`src/rtl/if_pc_gen.sv`:
```
// Fetch-address generator: holds the fetch PC, steps it one fetch window per cycle,
// and applies prioritised redirects, latching one while fetch is stalled.
module if_pc_gen #(
  parameter logic [31:0] RESET_PC    = 32'h0000_0000,
  parameter int unsigned FETCH_BYTES = 8
) (
  input  logic        clk,
  input  logic        rst_n,
  input  logic [4:0]  Ctrl_Stall,
  input  logic [3:0]  Flush,
  input  logic        issue_select,
  input  logic        Csr_ExcpFlag,
  input  logic [31:0] Csr_ExcpAddr,
  input  logic        EX_BranchFlag_0,
  input  logic [31:0] EX_BranchAddr_0,
  input  logic        EX_BranchFlag_1,
  input  logic [31:0] EX_BranchAddr_1,
  input  logic        Decode_16BitFlag_0,
  input  logic        Decode_16BitFlag_1,
  input  logic [31:0] Id_Pc,
  output logic [31:0] If_Pc,
  output logic        If_PcValid,
  output logic        Pcgen_RedirectPend
);

  logic        started;
  logic        pendVld;
  logic [31:0] pendAddr;
  logic        liveVld;
  logic [31:0] rawTgt;
  logic [31:0] liveTgt;
  logic        unusedBits;

  assign unusedBits = ^{Ctrl_Stall[4:1], Flush[3:1]};

  always_comb begin
    liveVld = 1'b1;
    rawTgt  = '0;
    if (Csr_ExcpFlag)            rawTgt = Csr_ExcpAddr;
    else if (EX_BranchFlag_0)    rawTgt = EX_BranchAddr_0;
    else if (EX_BranchFlag_1)    rawTgt = EX_BranchAddr_1;
    else if (Decode_16BitFlag_0) rawTgt = Id_Pc + 32'd2;
    // Slot 1 compressed implies a 32-bit slot 0 ahead of it.
    else if (Decode_16BitFlag_1) rawTgt = Id_Pc + 32'd6;
    else if (issue_select)       rawTgt = Id_Pc + 32'd4;
    else                         liveVld = 1'b0;
    liveTgt = {rawTgt[31:1], 1'b0};
  end

  always_ff @(posedge clk or negedge rst_n) begin
    if (!rst_n) begin
      If_Pc      <= RESET_PC;
      If_PcValid <= 1'b0;
      started    <= 1'b0;
      pendVld    <= 1'b0;
      pendAddr   <= '0;
    end else if (!started) begin
      // First edge out of reset only raises the request; the PC holds.
      started    <= 1'b1;
      If_PcValid <= ~Flush[0];
    end else begin
      If_PcValid <= ~Flush[0];
      if (!Ctrl_Stall[0]) begin
        if (liveVld) begin
          If_Pc   <= liveTgt;
          pendVld <= 1'b0;
        end else if (pendVld) begin
          If_Pc   <= pendAddr;
          pendVld <= 1'b0;
        end else begin
          If_Pc <= If_Pc + 32'(FETCH_BYTES);
        end
      end else if (liveVld) begin
        pendAddr <= liveTgt;
        pendVld  <= 1'b1;
      end
    end
  end

  assign Pcgen_RedirectPend = pendVld;

endmodule

```
`config.mk`:
```
export PLATFORM = sky130hd
export DESIGN_NAME = if_pc_gen
export DESIGN_NICKNAME = d
export VERILOG_FILES = /design/src/rtl/if_pc_gen.sv
export SDC_FILE = /design/constraint.sdc
export NUM_CORES = 1
export LEC_CHECK = 0
export ABC_CLOCK_PERIOD_IN_PS = 1900
export BUFFER_PORTS_ARGS = -buffer_cell sky130_fd_sc_hd__buf_2
export CAP_MARGIN = 20
export CORE_MARGIN = 1
export CORE_UTILIZATION = 30
export DETAILED_ROUTE_END_ITERATION = 10
export SLEW_MARGIN = 25
export SYNTH_ARGS = -nofsm -noshare
export SYNTH_HDL_FRONTEND = slang
export SYNTH_SLANG_ARGS = --single-unit
```
`constraint.sdc`:
```
create_clock -name clk -period 1.9 [get_ports clk]
set_input_delay 0.19 -clock clk [delete_from_list [all_inputs] [get_ports clk]]
set_output_delay 0.19 -clock clk [all_outputs]
set_load 0.05 [all_outputs]
```
# After elaboration in Yosys (flattened, before gate mapping)
# Cells that the tools add are included.
dict set report word_totals {
  reg_bits 66
  in_bits 145
  out_inout_bits 34
}
dict set report classes {
  addsub 4
  eq_ne 1
  muxes 16
  bitwise_logic 2
  reduce_logical 3
}
# op n
set ops {}
lappend ops {{32-bit 2-to-1 mux} 8}
lappend ops {{32-bit by 3-bit adder with 32-bit output, second input constant} 2}
lappend ops {{32-bit by 2-bit adder with 32-bit output, second input constant} 1}
lappend ops {{32-bit by 4-bit adder with 32-bit output, second input constant} 1}
lappend ops {{1-bit 2-to-1 mux} 8}
lappend ops {{2-bit AND reduction} 2}
lappend ops {{3-bit AND reduction} 1}
lappend ops {{2-bit by 1-bit inequality test with 1-bit output, second input constant} 1}
lappend ops {{1-bit inverter} 2}

# Depth between registers and ports, before layout
# Gate-level depths: netlist of the first run.
dict set report logic_depth {
  word_depth 8
  depth_mapped 10
}

# Worst setup path before layout of the first run
# Ideal clock, no wire load.
dict set report synth_timing {
  path_kind {register -> register}
  startpoint {register If_Pc[3]}
  endpoint {register If_Pc[15]}
  t_arrival_ns 2.224
  path_slack_ns -0.407
  path_stages_with_launch 9
  path_cell_list {dfrtp_1 ha_1 nand3_1 or2_2 nor2_1 xor2_1 mux2i_1 a221o_1 o21ai_0}
}
dict set report synth_between {
  elab_chain_cells 3
}
# item line
set synth_lines {}
lappend synth_lines {{start: declaration} 21} ;# output logic [31:0] If_Pc,
lappend synth_lines {{start signal: assignment} 65} ;# If_Pc <= liveTgt;
lappend synth_lines {{start signal: assignment} 68} ;# If_Pc <= pendAddr;
lappend synth_lines {{start signal: assignment} 71} ;# If_Pc <= If_Pc + 32'(FETCH_BYTES);
lappend synth_lines {{32-bit by 4-bit adder with 32-bit output} 71}
lappend synth_lines {{32-bit 2-to-1 mux} 67} ;# end else if (pendVld) begin
lappend synth_lines {{32-bit 2-to-1 mux} 64} ;# if (liveVld) begin
# No other way between the ends.
# A chain may end at the register's enable or synchronous reset.

# Worst setup path in the final report of the first run
dict set report layout_timing {
  startpoint {register If_Pc[13]}
  endpoint {register If_Pc[19]}
}
# Same word-level chain as after synthesis.

==> results.md, run 1 <==
* Clock Latency Late Sink at between 0.3 and 0.4 ns
* Reg2reg setup slack at -0.01 ns
* CP Launch Type: flop
* Largest net degree at the start of global routing at 66
* Post-synthesis cell type with the largest combined area: dfrtp_1
* Routed Antenna Nets at 0
* Vias per cell at 5.65
* Critical Path Max Stage Delay at 0.39 ns
* Slew @ Worst Pin at 0.522 ns
* EDFF count, synth at 0
* WL final at 30000 um
* # DRC at 0
* RSZ-0062 raised after global routing: true
* P&R area growth vs syn at 53.1%
* Die boundary width at 147 um
* Bufs on Longest Clock Path at 2
* First-pass GRT wire length at around 45000 um
* Req. time, crit path at around 2.2 ns
* Final Max Tran Viols at 0
* Most frequent cell after synthesis: nand2_1
* Detailed Route Iter0 Violations at 741
* Initial core utilization at 30.9%
* Yosys warnings at 0
* Setup Viol. Count Final at 1
* Clock root buffer: clkbuf_16
* Hold path startpoint: EX_BranchAddr_0[17]
* DR WL/cell at 20.1 um
* Ports at 179
* Register area at 1650 um^2
* Initial antenna violation count at 0
* Synth Flop Type: dfrtp_1
* Hold EP: If_Pc[17]
* CP max FO at 3
* Unique masters post-synth at 76
* Reg2reg path depth at 8
* Diodes inserted at 0
* Crit Path Class: flop to flop
* Avg Synthesized Cell Area at 7.17 um^2
* Top cells by count, synth: nand2_1 (119), nor2_1 (85), o21ai_0 (76)
* Hpwl dp at 23900 um
* CTS Sinks at between 60 and 70
* Slowest cell on crit path: nor4_4
* Pwr dens at 617 nW/um^2
* CTS buffer count at 9
* First drt pass iteration count at 6
* Worst setup margin at -0.00992 ns
* Worst slack, placed at -0.456 ns
* Number of global-route vias before repair at 7893
* Failing checks: negative setup slack
* Setup Skew at 0.00581 ns
* Max-slew headroom at approximately two thirds
* Sequential share of the synthesized area at 25.9%
* Dpl cells at 1468
* Static leakage at 4.10 nW
* Net count after synthesis at 1027
* Multi-input gate area at 4550 um^2
* Hold Path Class: input pin to flop
* WHS Path Cells at 3
* Layout cell share with drive strength beyond 1 at 41.8%
* Maxcap violations at 0
* TritonCTS clock tree: yes
* Final nets at 1369
* Critical path endpoint category: flop
* Cell Area, Synth at between 6000 and 7000 um^2
* H-tree depth at 3
* Yosys top cell area share at around a quarter
* WP data arrival at about 2.2 ns
* GPL Wtd Cong at 0.963
* Overall Power at 5.94 mW
* Number of synthesized register bits at 65
* Outcome: finished, violations left
* Reg2reg end: If_Pc[19]
* Worst IR Drop VDD at 493 uV
* Final period util at 101%
* Full die area at 21500 um^2
* Final Hold Vio Count at 0
* Fillcell total at ~2100
* Ys async rst share at 100%
* Reg-to-reg critical path startpoint: If_Pc[13]
* Min Hold Slack at 0.173 ns
* Row cnt at 52
* Post-route insts no fill at 1494
* Gate Count Post-Synth at 877
* I/O Buffers at 166
* Max Clock Freq at 0.524 GHz
* Via Count at 8446
* Synth top area cells: dfrtp_1 (26%), nand2_1 (7.1%), o21ai_0 (6.0%)
* Core Area at 20400 um^2
* Worst-path clk slew at 0.06 ns
* Die Y at 147 um
* Grt ovf at 0
* Crit path time final at about 1.9 ns
* Worst path cell trace: nand4_1 > nor4_4 > buf_4 > nand3_4 > xnor2_2 > o221ai_1 > a31oi_1 > a21o_1
* Total GRT Usage at roughly 27%
-- registers in the layout, indices dropped and copies added, names as in the netlist --
name                flops
If_Pc                  31
pendAddr               31
If_PcValid              1
Pcgen_RedirectPend      1
started                 1
-- worst max-delay path, delay by kind of cell, from the launching register on --
family	cells	cell delay (ns)
buffers and inverters	1	0.19
flip-flops	1	0.36
AO/OA/AOI/OAI	3	0.50
XOR/XNOR	1	0.16
AND/OR/NAND/NOR	3	0.62
-- repair_timing --
item | CTS | global route
pin swaps | 8 | 23
buffers inserted | 5 | 3
endpoints found under the hold margin | 66 | 0
endpoints found under the setup margin | 8 | 48
gates resized for setup | 11 | 44
hold buffers | 2 | 0
-- routing by layer --
layer  track usage [%]  wire, um  vias to the layer above
met5                 0         0                        -
met4              12.4      1190                        0
met3              2.17      1880                       79
met2              44.3     14100                      389
met1              36.4     12800                     4015
li1                  -         -                     3963
-- area by class of cell --
| cell class | count | share of cell area (%) |
|---|---|---|
| clock buffers | 10 | 2.38 |
| flip-flops and latches | 65 | 17.2 |
| inverters | 20 | 0.819 |
| repair buffers | 403 | 28.0 |
| clock inverters | 6 | 0.858 |
| multi-input cells | 720 | 47.3 |
| well taps | 270 | 3.51 |
-- report_power, final --
part | leakage, nW | switching (mW) | internal (mW)
Sequential | 0.747 | 0.171 | 1.61
Combinational | 3.20 | 1.48 | 0.922
Clock | 0.152 | 0.621 | 1.14
Total | 4.10 | 2.27 | 3.67
-- worst max path at each step --
stage	from	endpoint	slack [ns]	cells after the start
after floorplan	If_Pc[21]	If_Pc[31]	-0.08	7
after global placement	Id_Pc[2]	If_Pc[11]	-0.47	13
after detailed placement	Id_Pc[2]	If_Pc[11]	-0.46	13
after CTS	If_Pc[4]	If_Pc[31]	-0.06	8
after global routing	If_Pc[13]	If_Pc[19]	-0.09	8
final	If_Pc[13]	If_Pc[19]	-0.01	8
-- logic make-up (layout without fill, tap and decap cells) --
kind of cell,count (synthesis),in the layout,share of synthesized area (%)
adder cells (fa/ha/maj),5,5,0.995
flip-flops,65,65,25.9
other,2,2,0.119
AND/OR/NAND/NOR,364,364,28.8
AO/OA/AOI/OAI,302,302,31.2
multiplexers,6,6,0.975
XOR/XNOR,41,41,5.71
buffers and inverters,92,439,6.29
-- layout by cell type (no fill, tap or decap), types with 19 or more instances in the layout --
cell type	n
nor2_1	80
xnor2_1	21
nand3_1	38
buf_2	165
dfrtp_1	45
dfrtp_2	20
nor3_1	20
xor2_1	19
nand4_1	28
nand2_1	117
a21oi_1	63
a31oi_1	30
buf_4	229
o21ai_0	69
-- per-stage QoR --
stage | util [%] | cell area, um^2 | setup TNS [ns]
floorplan | - | 6360 | -0.271
global placement | 44.2 | 8990 | -14.23
detailed placement | 44.2 | 8990 | -14.11
CTS | 46.3 | 9430 | -0.0781
global route | 47.3 | 9630 | -0.215
finish | 47.3 | 9630 | -0.00992
Note: power is estimated with default switching activity, not from simulation.
==> run 2: changes to the inputs <==
- BUFFER_PORTS_ARGS: -buffer_cell sky130_fd_sc_hd__buf_2 -> -buffer_cell sky130_fd_sc_hd__clkbuf_2
==> run 2 against run 1 <==
  * The run now ends clean
  * Highest routed layer unchanged
  * Hold slack worse by 0.016 ns
  * Clock power down 6%
  * First-iteration DRC count fell by 7.2%
  * Flip-flop and latch count did not move
  * Critical endpoint is now If_Pc[20]
  * Combinational power hardly changed
==> results.md, run 2 (synthesized netlist as in run 1, its figures left out) <==
* Crit Path Class: input pin to flop
* First-pass GRT wire length at around 45000 um
* Top Registers: If_Pc (31), pendAddr (31)
* Detailed Route Iter0 Violations at between 600 and 700
* First drt pass iteration count at 7
* Worst-path clk slew at 0.05 ns
* GPL Wtd Cong at 0.996
* Max-slew headroom at 65.0%
* Initial core utilization at a little under a third
* CP Launch Type: input pin
* Maxcap violations at 0
* Fillcell total at 2089
* Core Area at 20400 um^2
* Die boundary width at ~150 um
* Clock root buffer: clkbuf_16
* DR WL/cell at 19.8 um
* Outcome: completed
* Grt ovf at 0
* Final nets at ~1400
* Number of global-route vias before repair at approximately 8000
* Setup Viol. Count Final at 0
* Critical path endpoint category: flop
* Final core occ at 46.8%
* CTS Sinks at 65
* Cell family with most CP delay: simple AND/OR/NAND/NOR gates
* Total GRT Usage at approximately 27%
* Most frequent cells in the layout: buf_4 (224), clkbuf_2 (164), nand2_1 (117)
* Via Count at 8436
* Slew @ Worst Pin at 0.523 ns
* Worst slack, placed at -0.385 ns
* P&R area growth vs syn at 51.6%
* Diodes inserted at 0
* # DRC at 0
* Layout cell share with drive strength beyond 1 at between 40% and 50%
* Final Max Tran Viols at 0
* Pwr dens at 609 nW/um^2
* Worst IR Drop VDD at 397 uV
* Clock Latency Late Sink at between 0.3 and 0.4 ns
* Ports at about 180
* Vias per cell at 5.66
* Die Y at about 150 um
* Final Hold Vio Count at 0
* Most common cell after layout, fill and taps aside: buf_4
* Hpwl dp at 24000 um
* I/O Buffers at around 170
* Largest net degree at the start of global routing at 66
* CP max FO at 6
* Static leakage at 4.10 nW
* Full die area at ~22000 um^2
* CTS buffer count at 9
* Overall Power at roughly 5.8 mW
* Worst setup margin at between 0.04 and 0.05 ns
* Routed Antenna Nets at 0
* Bufs on Longest Clock Path at 2
* TritonCTS clock tree: yes
* Critical Path Max Stage Delay at between 0.3 and 0.4 ns
* RSZ-0062 raised after global routing: true
* WP data arrival at 2.07 ns
* Crit path time final at 1.86 ns
* Max Clock Freq at around 0.54 GHz
* Hold Path Class: input pin to flop
* Slowest cell on crit path: nor4_2
* Setup Skew at roughly 0.010 ns
* H-tree depth at 3
* Final period util at 97.7%
* Initial antenna violation count at 0
* Req. time, crit path at ~2.1 ns
* WL final at between 20000 and 30000 um
* Buf+Inv Stages, Crit Path at 1
* Worst path cell trace: clkbuf_4 > ha_2 > and3_1 > nand3_2 > nor4_2 > xnor2_1 > o221ai_2 > nor3_2 > o31ai_2
* Row cnt at between 50 and 60
* Area post-placement at 9000 um^2
* Fin area at 9530 um^2
==> run 2: what timing repair did <==
action / CTS / global route
hold buffers: 2 / 0
setup endpoints to repair: 7 / 35
setup buffers: 1 / 1
gates resized for setup: 5 / 41
hold endpoints to repair: 66 / 0
pin swaps: 1 / 15
==> run 2: per-layer routing <==
| layer | share of wire [%] | wire length, um | track usage [%] | vias to the layer above |
|---|---|---|---|---|
| li1 | - | - | - | 3952 |
| met2 | 48 | 14000 | 45.5 | 389 |
| met5 | 0 | 0 | 0 | - |
| met3 | 6.5 | 1920 | 2.58 | 49 |
| met1 | 42 | 12500 | 36.0 | 4046 |
| met4 | 3.6 | 1050 | 10.8 | 0 |
==> run 2: area by class of cell <==
type                    count  area (um^2)  area share (%)
multi-input cells         720         4500            47.2
clock buffers              10          229            2.40
well taps                 270          338            3.54
repair buffers            400         2670            28.0
clock inverters             6         70.1           0.735
inverters                  20         78.8           0.827
flip-flops and latches     65         1650            17.3
==> run 2: worst paths after layout <==
kind / start / end / slack [ns] / cells past startpoint
max in group asynchronous: rst_n / If_Pc[11] / 1.16 / 3
worst max register to register: If_Pc[13] / If_Pc[19] / 0.07 / 8
worst max-delay path: Id_Pc[3] / If_Pc[20] / 0.04 / 9
worst min-delay path: EX_BranchAddr_0[13] / If_Pc[13] / 0.16 / 3
min in group asynchronous: rst_n / If_Pc[28] / 0.41 / 3
worst min register to register: pendAddr[1] / pendAddr[1] / 0.47 / 2
==> run 2: through the flow <==
step	hold slack, ns	TNS [ns]	cells
global route	0.168	-0.139	1491
floorplan	-0.106	-0.271	877
CTS	0.169	-0.000568	1490
global placement	0.239	-11.51	1471
detailed placement	0.239	-12.14	1471
finish	0.156	0	1491
==> run 2: power breakdown <==
group | internal, mW | switching [mW]
logic | 0.899 | 1.47
clock network | 1.02 | 0.635
registers | 1.61 | 0.174
==> run 2: worst min-delay path: stages <==
cell and delay [ns]:
clkbuf_2 0.09, a221oi_2 0.06, a21oi_1 0.11
==> run 3: changes to the inputs <==
- BUFFER_PORTS_ARGS: -buffer_cell sky130_fd_sc_hd__clkbuf_2 -> -buffer_cell sky130_fd_sc_hd__buf_4
- SLEW_MARGIN: 25 -> not set
==> run 3 against run 2 <==
  * Cell count shrank 1.0%
  * Via count shrank 2.2%
  * Non-clock buffer count shrank 15
  * Clock-buffer cell count grew 4
  * Critical path type is now flop to flop
  * Largest cell class unchanged
  * Maximum frequency shrank 1.2%
  * Clock skew shrank 0.0048 ns
==> results.md, run 3 (synthesized netlist as in run 1, its figures left out) <==
* Maxcap violations at 0
* Final period util at 99.0%
* Number of global-route vias before repair at 8104
* Max Clock Freq at 0.532 GHz
* First-pass GRT wire length at approximately 46000 um
* Met1 usage at 36.5%
* Final Max Tran Viols at 0
* Met3 Resource Use GR at around 2.8%
* First drt pass iteration count at 5
* GR peak layer: met2
* Final nets at approximately 1400
* Hold Path Class: input pin to flop
* Grt ovf at 0
* Setup Skew at 0.00513 ns
* CP max FO at 5
* Critical Path Max Stage Delay at 0.40 ns
* H-tree depth at 3
* Most frequent cells in the layout: buf_4 (377), nand2_1 (116), nor2_1 (83)
* Slowest cell on crit path: dfrtp_2
* Slew @ Worst Pin at 0.774 ns
* Worst setup margin at 0.0198 ns
* Die Y at approximately 150 um
* Most common cell after layout, fill and taps aside: buf_4
* Worst path cell trace: ha_4 > nand3_4 > nor4_4 > buf_4 > and3_4 > nand4_1 > a31oi_1 > o311ai_1
* Ports at 179
* Outcome: completed
* Initial core utilization at 30.9%
* Crit Path Class: flop to flop
* CTS Sinks at 65
* Req. time, crit path at 2.11 ns
* Worst IR Drop VDD at 365 uV
* CTS buffer count at 9
* Worst-path clk slew at 0.05 ns
* Setup Viol. Count Final at 0
* Final core occ at 48.8%
* Pwr dens at 604 nW/um^2
* Crit path time final at 1.88 ns
* Critical path endpoint category: flop
* Row cnt at 52
* Core Area at 20400 um^2
* Routed Antenna Nets at 0
* CP Launch Type: flop
* Min Hold Slack at around 0.15 ns
* Clock root buffer: clkbuf_16
* Largest net degree at the start of global routing at 59
* Post-route insts no fill at 1476
* Layout cell share with drive strength beyond 1 at 41.5%
* Final setup TNS at 0 ns
* Top Registers: If_Pc (31), pendAddr (31)
* Bufs on Longest Clock Path at 2
* Vias per cell at 5.59
* Diodes inserted at 0
* Dpl cells at 1454
* Hpwl dp at 24800 um
* TritonCTS clock tree: yes
* Full die area at 21500 um^2
* WP data arrival at 2.09 ns
* Final Hold Vio Count at 0
* P&R area growth vs syn at 58.0%
* GPL Wtd Cong at 1.01
* Max-slew headroom at 48.4%
* WL final at 30600 um
* Met2 Usage GRT at a little under half
* Detailed Route Iter0 Violations at 690
* RSZ-0062 raised after global routing: true
* Total GRT Usage at 28.2%
* # DRC at 0
* Static leakage at about 4.2 nW
* I/O Buffers at 166
* Via Count at 8254
* Die boundary width at 147 um
* DR WL/cell at around 21 um
* Clock Latency Late Sink at 0.33 ns
* Worst slack, placed at -0.369 ns
* Initial antenna violation count at 0
==> run 3: power by group <==
part	switching, mW	total, mW	internal, mW
Clock	0.585	1.71	1.12
Combinational	1.48	2.51	1.03
Sequential	0.175	1.78	1.61
==> run 3: worst paths after layout <==
check	startpoint	end	slack [ns]	cells after the start
max	If_Pc[3]	If_Pc[31]	0.02	8
min	EX_BranchAddr_0[13]	If_Pc[13]	0.15	3
max reg2reg	If_Pc[3]	If_Pc[31]	0.02	8
min reg2reg	pendAddr[11]	pendAddr[11]	0.47	2
max in group asynchronous	rst_n	pendAddr[27]	0.79	3
min in group asynchronous	rst_n	pendAddr[18]	0.48	2
==> run 3: layout make-up <==
class,count,area (um^2)
clock inverters,2,35.0
repair buffers,385,2960
well taps,270,338
inverters,20,78.8
clock buffers,14,274
multi-input cells,720,4590
fillers,2072,10400
flip-flops and latches,65,1650
==> run 3: repair_timing <==
item / 4_1_cts / 5_1_grt
buffers inserted: 0 / 4
hold buffers: 2 / 0
setup endpoints to repair: 1 / 25
endpoints found under the hold margin: 58 / 0
gates resized for setup: 8 / 46
pin swaps: 2 / 14
==> run 3: routing by layer <==
metal  part of all wire (%)  up-vias
li1                       -     3924
met1                     42     3950
met2                     48      311
met3                    5.2       69
met4                    4.6        0
met5                      0        -
==> run 3: critical path, delay by kind of cell (launching register included) <==
family	cells	cell delay [ns]
AOI/OAI and AO/OA	2	0.31
adders and majority gates	1	0.16
buffers and inverters	1	0.20
DFF	1	0.40
and+or+nand+nor	4	0.68
==> run 3: per-stage QoR <==
step                      power [mW]  instance area (um^2)
after detailed placement        4.20                  9290
after global routing            6.30                  9930
after floorplan                 3.03                  6360
after CTS                       5.93                  9670
after global placement          4.18                  9290
final                           5.99                  9930
